[config.mk]
export PLATFORM = sky130hd
export DESIGN_NAME = gpmc_wb_master
export DESIGN_NICKNAME = d
export VERILOG_FILES = /design/src/rtl/gpmc_wb_master_pkg.sv /design/src/rtl/gpmc_wb_timeout.sv /design/src/rtl/gpmc_wb_master.sv
export SDC_FILE = /design/constraint.sdc
export NUM_CORES = 1
export LEC_CHECK = 0
export ABC_AREA = 0
export BUFFER_PORTS_ARGS = -buffer_cell sky130_fd_sc_hd__buf_2
export CELL_PAD_IN_SITES_DETAIL_PLACEMENT = 1
export CELL_PAD_IN_SITES_GLOBAL_PLACEMENT = 1
export CORE_AREA = 10 10 93 95
export DETAILED_ROUTE_END_ITERATION = 8
export DIE_AREA = 0 0 103 105
export PLACE_DENSITY_LB_ADDON = 0.2
export SETUP_SLACK_MARGIN = 0.1
export SYNTH_ARGS = -nofsm -noshare
export SYNTH_HDL_FRONTEND = slang
export SYNTH_HIERARCHICAL = 1
export SYNTH_SLANG_ARGS = --single-unit
[constraint.sdc]
create_clock -name GPMC_CLK -period 2.6 [get_ports GPMC_CLK]
set_clock_uncertainty 0.2 [all_clocks]
set_input_delay 0.13 -clock GPMC_CLK [delete_from_list [all_inputs] [get_ports GPMC_CLK]]
set_output_delay 0.13 -clock GPMC_CLK [all_outputs]
set_load 0.1 [all_outputs]
[src/rtl/gpmc_wb_master_pkg.sv]
// Shared definitions for the GPMC-to-Wishbone bridge: state encoding,
// bus width, timeout counter width and default error read data.
package gpmc_wb_master_pkg;

  localparam int GPMC_DW = 16;
  localparam int TMO_W   = 9;

  localparam logic [GPMC_DW-1:0] ERR_DATA_DEF = 16'hDEAD;

  typedef enum logic [1:0] {
    ST_IDLE = 2'd0,
    ST_ADDR = 2'd1,
    ST_WB   = 2'd2,
    ST_DONE = 2'd3
  } state_t;

endpackage

[src/rtl/gpmc_wb_timeout.sv]
// Wishbone cycle watchdog: counts cycles while enabled, restarts from zero
// whenever disabled, and flags expiry when the count reaches LIMIT.
module gpmc_wb_timeout
  import gpmc_wb_master_pkg::*;
#(
  parameter int LIMIT = 254
) (
  input  logic i_clk,
  input  logic i_rst_n,
  input  logic i_en,
  output logic o_expired
);

  localparam logic [TMO_W-1:0] C_LIMIT = LIMIT[TMO_W-1:0];

  logic [TMO_W-1:0] r_cnt;

  // Count cycles spent in the Wishbone state; idle time holds the counter at zero.
  always_ff @(posedge i_clk or negedge i_rst_n) begin
    if (!i_rst_n) begin
      r_cnt <= '0;
    end else if (!i_en) begin
      r_cnt <= '0;
    end else begin
      r_cnt <= r_cnt + 1'b1;
    end
  end

  assign o_expired = i_en && (r_cnt == C_LIMIT);

endmodule

[src/rtl/gpmc_wb_master.sv]
// GPMC (muxed address/data, async host) to Wishbone single-cycle master.
// One Wishbone cycle is issued per chip-select assertion; the host is
// stalled through GPMC_WAIT while the cycle is outstanding.
module gpmc_wb_master
  import gpmc_wb_master_pkg::*;
#(
  parameter int                 TIMEOUT  = 255,
  parameter logic [GPMC_DW-1:0] ERR_DATA = ERR_DATA_DEF
) (
  input  logic               GPMC_CLK,
  input  logic               RST_N,
  input  logic               GPMC_CSN,
  input  logic               GPMC_ADVN,
  input  logic               GPMC_OEN,
  input  logic               GPMC_WEN,
  input  logic [GPMC_DW-1:0] GPMC_AD_I,
  output logic [GPMC_DW-1:0] GPMC_AD_O,
  output logic               GPMC_AD_OE,
  output logic               GPMC_WAIT,
  output logic [GPMC_DW-1:0] WB_ADR_O,
  output logic [GPMC_DW-1:0] WB_DAT_O,
  input  logic [GPMC_DW-1:0] WB_DAT_I,
  output logic               WB_WE_O,
  output logic               WB_CYC_O,
  output logic               WB_STB_O,
  input  logic               WB_ACK_I,
  output logic               ERR,
  input  logic               ERR_CLR
);

  logic [1:0]         r_rst_sync;
  logic               w_rst_n;
  state_t             r_state;
  state_t             w_next;
  logic [GPMC_DW-1:0] r_adr;
  logic [GPMC_DW-1:0] r_dat;
  logic [GPMC_DW-1:0] r_rdata;
  logic               r_we;
  logic               r_err;
  logic               r_abort;
  logic               w_in_wb;
  logic               w_expired;
  logic               w_ld_adr;
  logic               w_ld_dat;
  logic               w_we_set;
  logic               w_we_clr;
  logic               w_cap_rd;
  logic               w_cap_err;

  // Reset asserts immediately but releases only after two clean clock edges.
  always_ff @(posedge GPMC_CLK or negedge RST_N) begin
    if (!RST_N) begin
      r_rst_sync <= 2'b00;
    end else begin
      r_rst_sync <= {r_rst_sync[0], 1'b1};
    end
  end

  assign w_rst_n = r_rst_sync[1];
  assign w_in_wb = (r_state == ST_WB);

  gpmc_wb_timeout #(
    .LIMIT (TIMEOUT - 1)
  ) u_timeout (
    .i_clk     (GPMC_CLK),
    .i_rst_n   (w_rst_n),
    .i_en      (w_in_wb),
    .o_expired (w_expired)
  );

  // State register.
  always_ff @(posedge GPMC_CLK or negedge w_rst_n) begin
    if (!w_rst_n) begin
      r_state <= ST_IDLE;
    end else begin
      r_state <= w_next;
    end
  end

  // Next-state decode and datapath load strobes.
  always_comb begin
    w_next    = r_state;
    w_ld_adr  = 1'b0;
    w_ld_dat  = 1'b0;
    w_we_set  = 1'b0;
    w_we_clr  = 1'b0;
    w_cap_rd  = 1'b0;
    w_cap_err = 1'b0;
    case (r_state)
      ST_IDLE: begin
        if (!GPMC_CSN && !GPMC_ADVN) begin
          w_ld_adr = 1'b1;
          w_next   = ST_ADDR;
        end
      end
      ST_ADDR: begin
        // A write strobe takes priority over a simultaneous read strobe.
        if (!GPMC_WEN) begin
          w_ld_dat = 1'b1;
          w_we_set = 1'b1;
          w_next   = ST_WB;
        end else if (!GPMC_OEN) begin
          w_we_clr = 1'b1;
          w_next   = ST_WB;
        end else if (GPMC_CSN) begin
          w_next = ST_IDLE;
        end
      end
      ST_WB: begin
        // ACK beats a coincident expiry; a host that dropped CSN skips DONE.
        if (WB_ACK_I) begin
          w_cap_rd = !r_we;
          w_next   = (r_abort || GPMC_CSN) ? ST_IDLE : ST_DONE;
        end else if (w_expired) begin
          w_cap_err = 1'b1;
          w_next    = (r_abort || GPMC_CSN) ? ST_IDLE : ST_DONE;
        end
      end
      ST_DONE: begin
        if (GPMC_CSN) begin
          w_next = ST_IDLE;
        end
      end
      default: w_next = ST_IDLE;
    endcase
  end

  // Address, write data, direction and read-return registers.
  always_ff @(posedge GPMC_CLK or negedge w_rst_n) begin
    if (!w_rst_n) begin
      r_adr   <= '0;
      r_dat   <= '0;
      r_we    <= 1'b0;
      r_rdata <= '0;
    end else begin
      if (w_ld_adr) r_adr <= GPMC_AD_I;
      if (w_ld_dat) r_dat <= GPMC_AD_I;
      if (w_we_set) begin
        r_we <= 1'b1;
      end else if (w_we_clr) begin
        r_we <= 1'b0;
      end
      if (w_cap_rd) begin
        r_rdata <= WB_DAT_I;
      end else if (w_cap_err) begin
        r_rdata <= ERR_DATA;
      end
    end
  end

  // Sticky timeout flag (set wins over clear) and host-abort tracking during WB.
  always_ff @(posedge GPMC_CLK or negedge w_rst_n) begin
    if (!w_rst_n) begin
      r_err   <= 1'b0;
      r_abort <= 1'b0;
    end else begin
      if (w_cap_err) begin
        r_err <= 1'b1;
      end else if (ERR_CLR) begin
        r_err <= 1'b0;
      end
      if (!w_in_wb) begin
        r_abort <= 1'b0;
      end else if (GPMC_CSN) begin
        r_abort <= 1'b1;
      end
    end
  end

  assign WB_ADR_O   = r_adr;
  assign WB_DAT_O   = r_dat;
  assign WB_WE_O    = r_we;
  assign WB_CYC_O   = w_in_wb;
  assign WB_STB_O   = w_in_wb;
  assign GPMC_WAIT  = w_in_wb;
  assign GPMC_AD_O  = r_rdata;
  assign GPMC_AD_OE = (r_state == ST_DONE) && !r_we && !GPMC_OEN;
  assign ERR        = r_err;

endmodule

==> flow_summary_export.csv <==
group,metric,value,unit
drt,drtIter0Drc,45,
place,io_buffer_count,93,
clock_tree,insertion_delay,330,ps
grt,grt_pass1_wl,11.2,mm
clock_tree,h-tree-depth,3,
die,die_h,105,um
logic_synthesis,yosys_warnings,6,
critical_path,crit_path_start_kind,"flip-flop",
logic_synthesis,syn_avg_cell_area,14.4,sq um
final_layout,final_cell_mix,"buf_2 (93), dfrtp_1 (61), dlygate4sd3_1 (41)",
logic_synthesis,synth_edf_count,0,
logic_synthesis,ys_seq_area_share,61.6,%
sta,worst_pin_slew,722,ps
critical_path,path_class,"reg -> reg",
final_layout,drive_above_1_share,47.1,%
die,rows,30,
sta,final-hold-violation-count,0,
drt,wl_per_cell,17.5,um
critical_path,ff2ff_setup_slack,290,ps
grt,antenna_found_initial,0,
place,place_area,0.00316,sq mm
logic_synthesis,async_reset_ff_share,100,%
die,ioPinCount,94,
sta,tns,0,ps
hold_path,min_path_type,"in -> reg",
sta,grt_setup_unrepaired,"no",
logic_synthesis,ys_types,40,
drt,drc_errors,0,
critical_path,r2r-end,"r_state[1]",
drt,dr.pass1.iters,4,
die,die-area,0.0108,sq mm
clock_tree,cts_tree,"yes",
clock_tree,clkSinkCount,64,
grt,grt_max_degree,33,
clock_tree,cts_root_buf,"clkbuf_8",
clock_tree,clockBufferDepth,2,
final_layout,multi_input_area,935,sq um
sta,drv_slew,0,
die,core_area,0.00676,sq mm
final_layout,fin_area,0.00380,sq mm
place,dp_hpwl,4.83,mm
final_layout,area_growth,46.3,%
critical_path,required,2610,ps
critical_path,crit_path_max_fanout,8,
logic_synthesis,synth-main-ff-cell,"dfrtp_1",
logic_synthesis,synth.net_count,223,
sta,clock.fmax,434,MHz
drt,ant_nets,0,
die,die_x,103,um
logic_synthesis,synth.cell_area,0.00260,sq mm
drt,vias,1969,
final_layout,final_common_cell,"buf_2",
place,globalplace.congestion,0.740,
grt,gr-total-overflow,0,
critical_path,startpoint,"r_state[0]",
sta,slew_headroom,51.9,%
flow_run,drv_cap,0,
sta,post-route-worst-setup-slack,294,ps
drt,viasPerCell,4.84,
critical_path,crit_arrival,2320,ps
grt,grt_use_total,13.1,%
critical_path,cp-end-kind,"flip-flop",
final_layout,nets,365,
die,start_util,38.5,%
sta,finalSetupViolations,0,
critical_path,worst_r2r_path_depth,7,
sta,period_share,88.7,%
place,place_ws,372,ps
logic_synthesis,syn_inst,181,
clock_tree,cts_made_buffers,9,
grt,first_global_vias,2129,
final_layout,register_area,0.00161,sq mm
critical_path,crit_path_end,"r_state[1]",
final_layout,layoutNonFillerInstCount,407,
sta,min_period,2310,ps
drt,totalWireLength,7.10,mm
place,placed_cells,350,
clock_tree,path_clk_slew,70,ps
final_layout,antenna_cells,0,
logic_synthesis,ys_ff_latch,64,
outcome,status,"finished clean",
final_layout,n_fill_cell,704,
critical_path,r2r-start,"r_state[0]",
[area by class of cell]
class / instances / area share (%)
clock buffer: 12 / 4.08
clock inverter: 3 / 1.71
inverter: 4 / 0.493
multi-input combinational: 105 / 24.6
timing repair buffer: 139 / 24.3
tap: 80 / 2.63
sequential: 64 / 42.2
[cells in the mapped netlist (2+ instances only)]
library cell	n	area, sq um
nand2_1	2	7.51
and2_1	3	18.8
buf_2	2	10.0
a22o_1	5	43.8
nand4_1	3	18.8
buf_4	2	15.0
mux2_2	22	248
dfrtp_1	64	1600
or3_1	4	25.0
xnor2_1	2	17.5
a21boi_1	2	15.0
nor2b_1	4	25.0
mux2_4	10	150
inv_1	4	15.0
ha_1	2	25.0
buf_6	3	33.8
nor2_1	3	11.3
o21ai_0	6	30.0
nand3_1	2	10.0
o22a_1	11	96.3
nand2b_1	6	37.5
[logic make-up (layout without fill, tap and decap cells)]
| group | after synthesis | after routing | synth area share (%) |
|---|---|---|---|
| AO/OA/AOI/OAI | 32 | 32 | 9.33 |
| XOR/XNOR | 3 | 3 | 1.01 |
| adder cells (fa/ha/maj) | 2 | 2 | 0.962 |
| buffers and inverters | 12 | 158 | 2.98 |
| flip-flops | 64 | 64 | 61.6 |
| multiplexers | 33 | 33 | 15.7 |
| other | 1 | 1 | 0.144 |
| AND/OR/NAND/NOR | 34 | 34 | 8.32 |
[layer usage]
| layer | up-vias | GRT usage [%] | wire (um) | share of wire [%] |
|---|---|---|---|---|
| li1 | 936 | - | - | - |
| met1 | 959 | 16.0 | 3080 | 43 |
| met2 | 65 | 20.4 | 3330 | 47 |
| met3 | 9 | 4.61 | 583 | 8.2 |
| met4 | 0 | 5.37 | 106 | 1.5 |
| met5 | - | 0 | 0 | 0 |
[sequential cells by signal, summed over array words and instances (netlist names)]
register / flops
u_timeout/r_cnt: 9
r_state: 2
r_abort: 1
GPMC_AD_O: 16
WB_WE_O: 1
WB_ADR_O: 16
ERR: 1
WB_DAT_O: 16
r_rst_sync: 2
[worst max-delay path: stages (launching register included)]
cell and delay, ps:
dfrtp_2 460, nand2b_2 270, clkinvlp_4 120, nand4_1 120, nor3_2 230, o32ai_1 120, o2bb2ai_1 130, dlygate4sd3_1 550
[through the flow]
stage,utilization (%),hold WS [ps]
after floorplan,-,-366
after global placement,46.8,-284
after detailed placement,46.8,-285
after CTS,56.2,5.76
after global routing,56.3,20.3
final,56.3,8.22
[worst min path at each step]
| stage | startpoint | end | slack (ps) | cells past startpoint |
|---|---|---|---|---|
| 4_1_cts | WB_ACK_I | ERR | 6 | 3 |
| 2_1_floorplan | RST_N | r_rst_sync[0] | -370 | 0 |
| 3_3_place_gp | RST_N | r_rst_sync[0] | -280 | 1 |
| 5_1_grt | WB_ACK_I | ERR | 20 | 3 |
| 6_report | WB_ACK_I | ERR | 8 | 3 |
| 3_5_place_dp | RST_N | r_rst_sync[0] | -280 | 1 |
[timing repair]
item / in CTS / in global routing
setup endpoints to repair: 0 / 1
endpoints found under the hold margin: 55 / 0
hold buffers: 41 / 0
buffers inserted: 0 / 1
resized for setup: 0 / 2
Power is left out: the tool's default activity adds up to more than one toggle a clock period on the data nets, which glitch-free logic cannot reach.
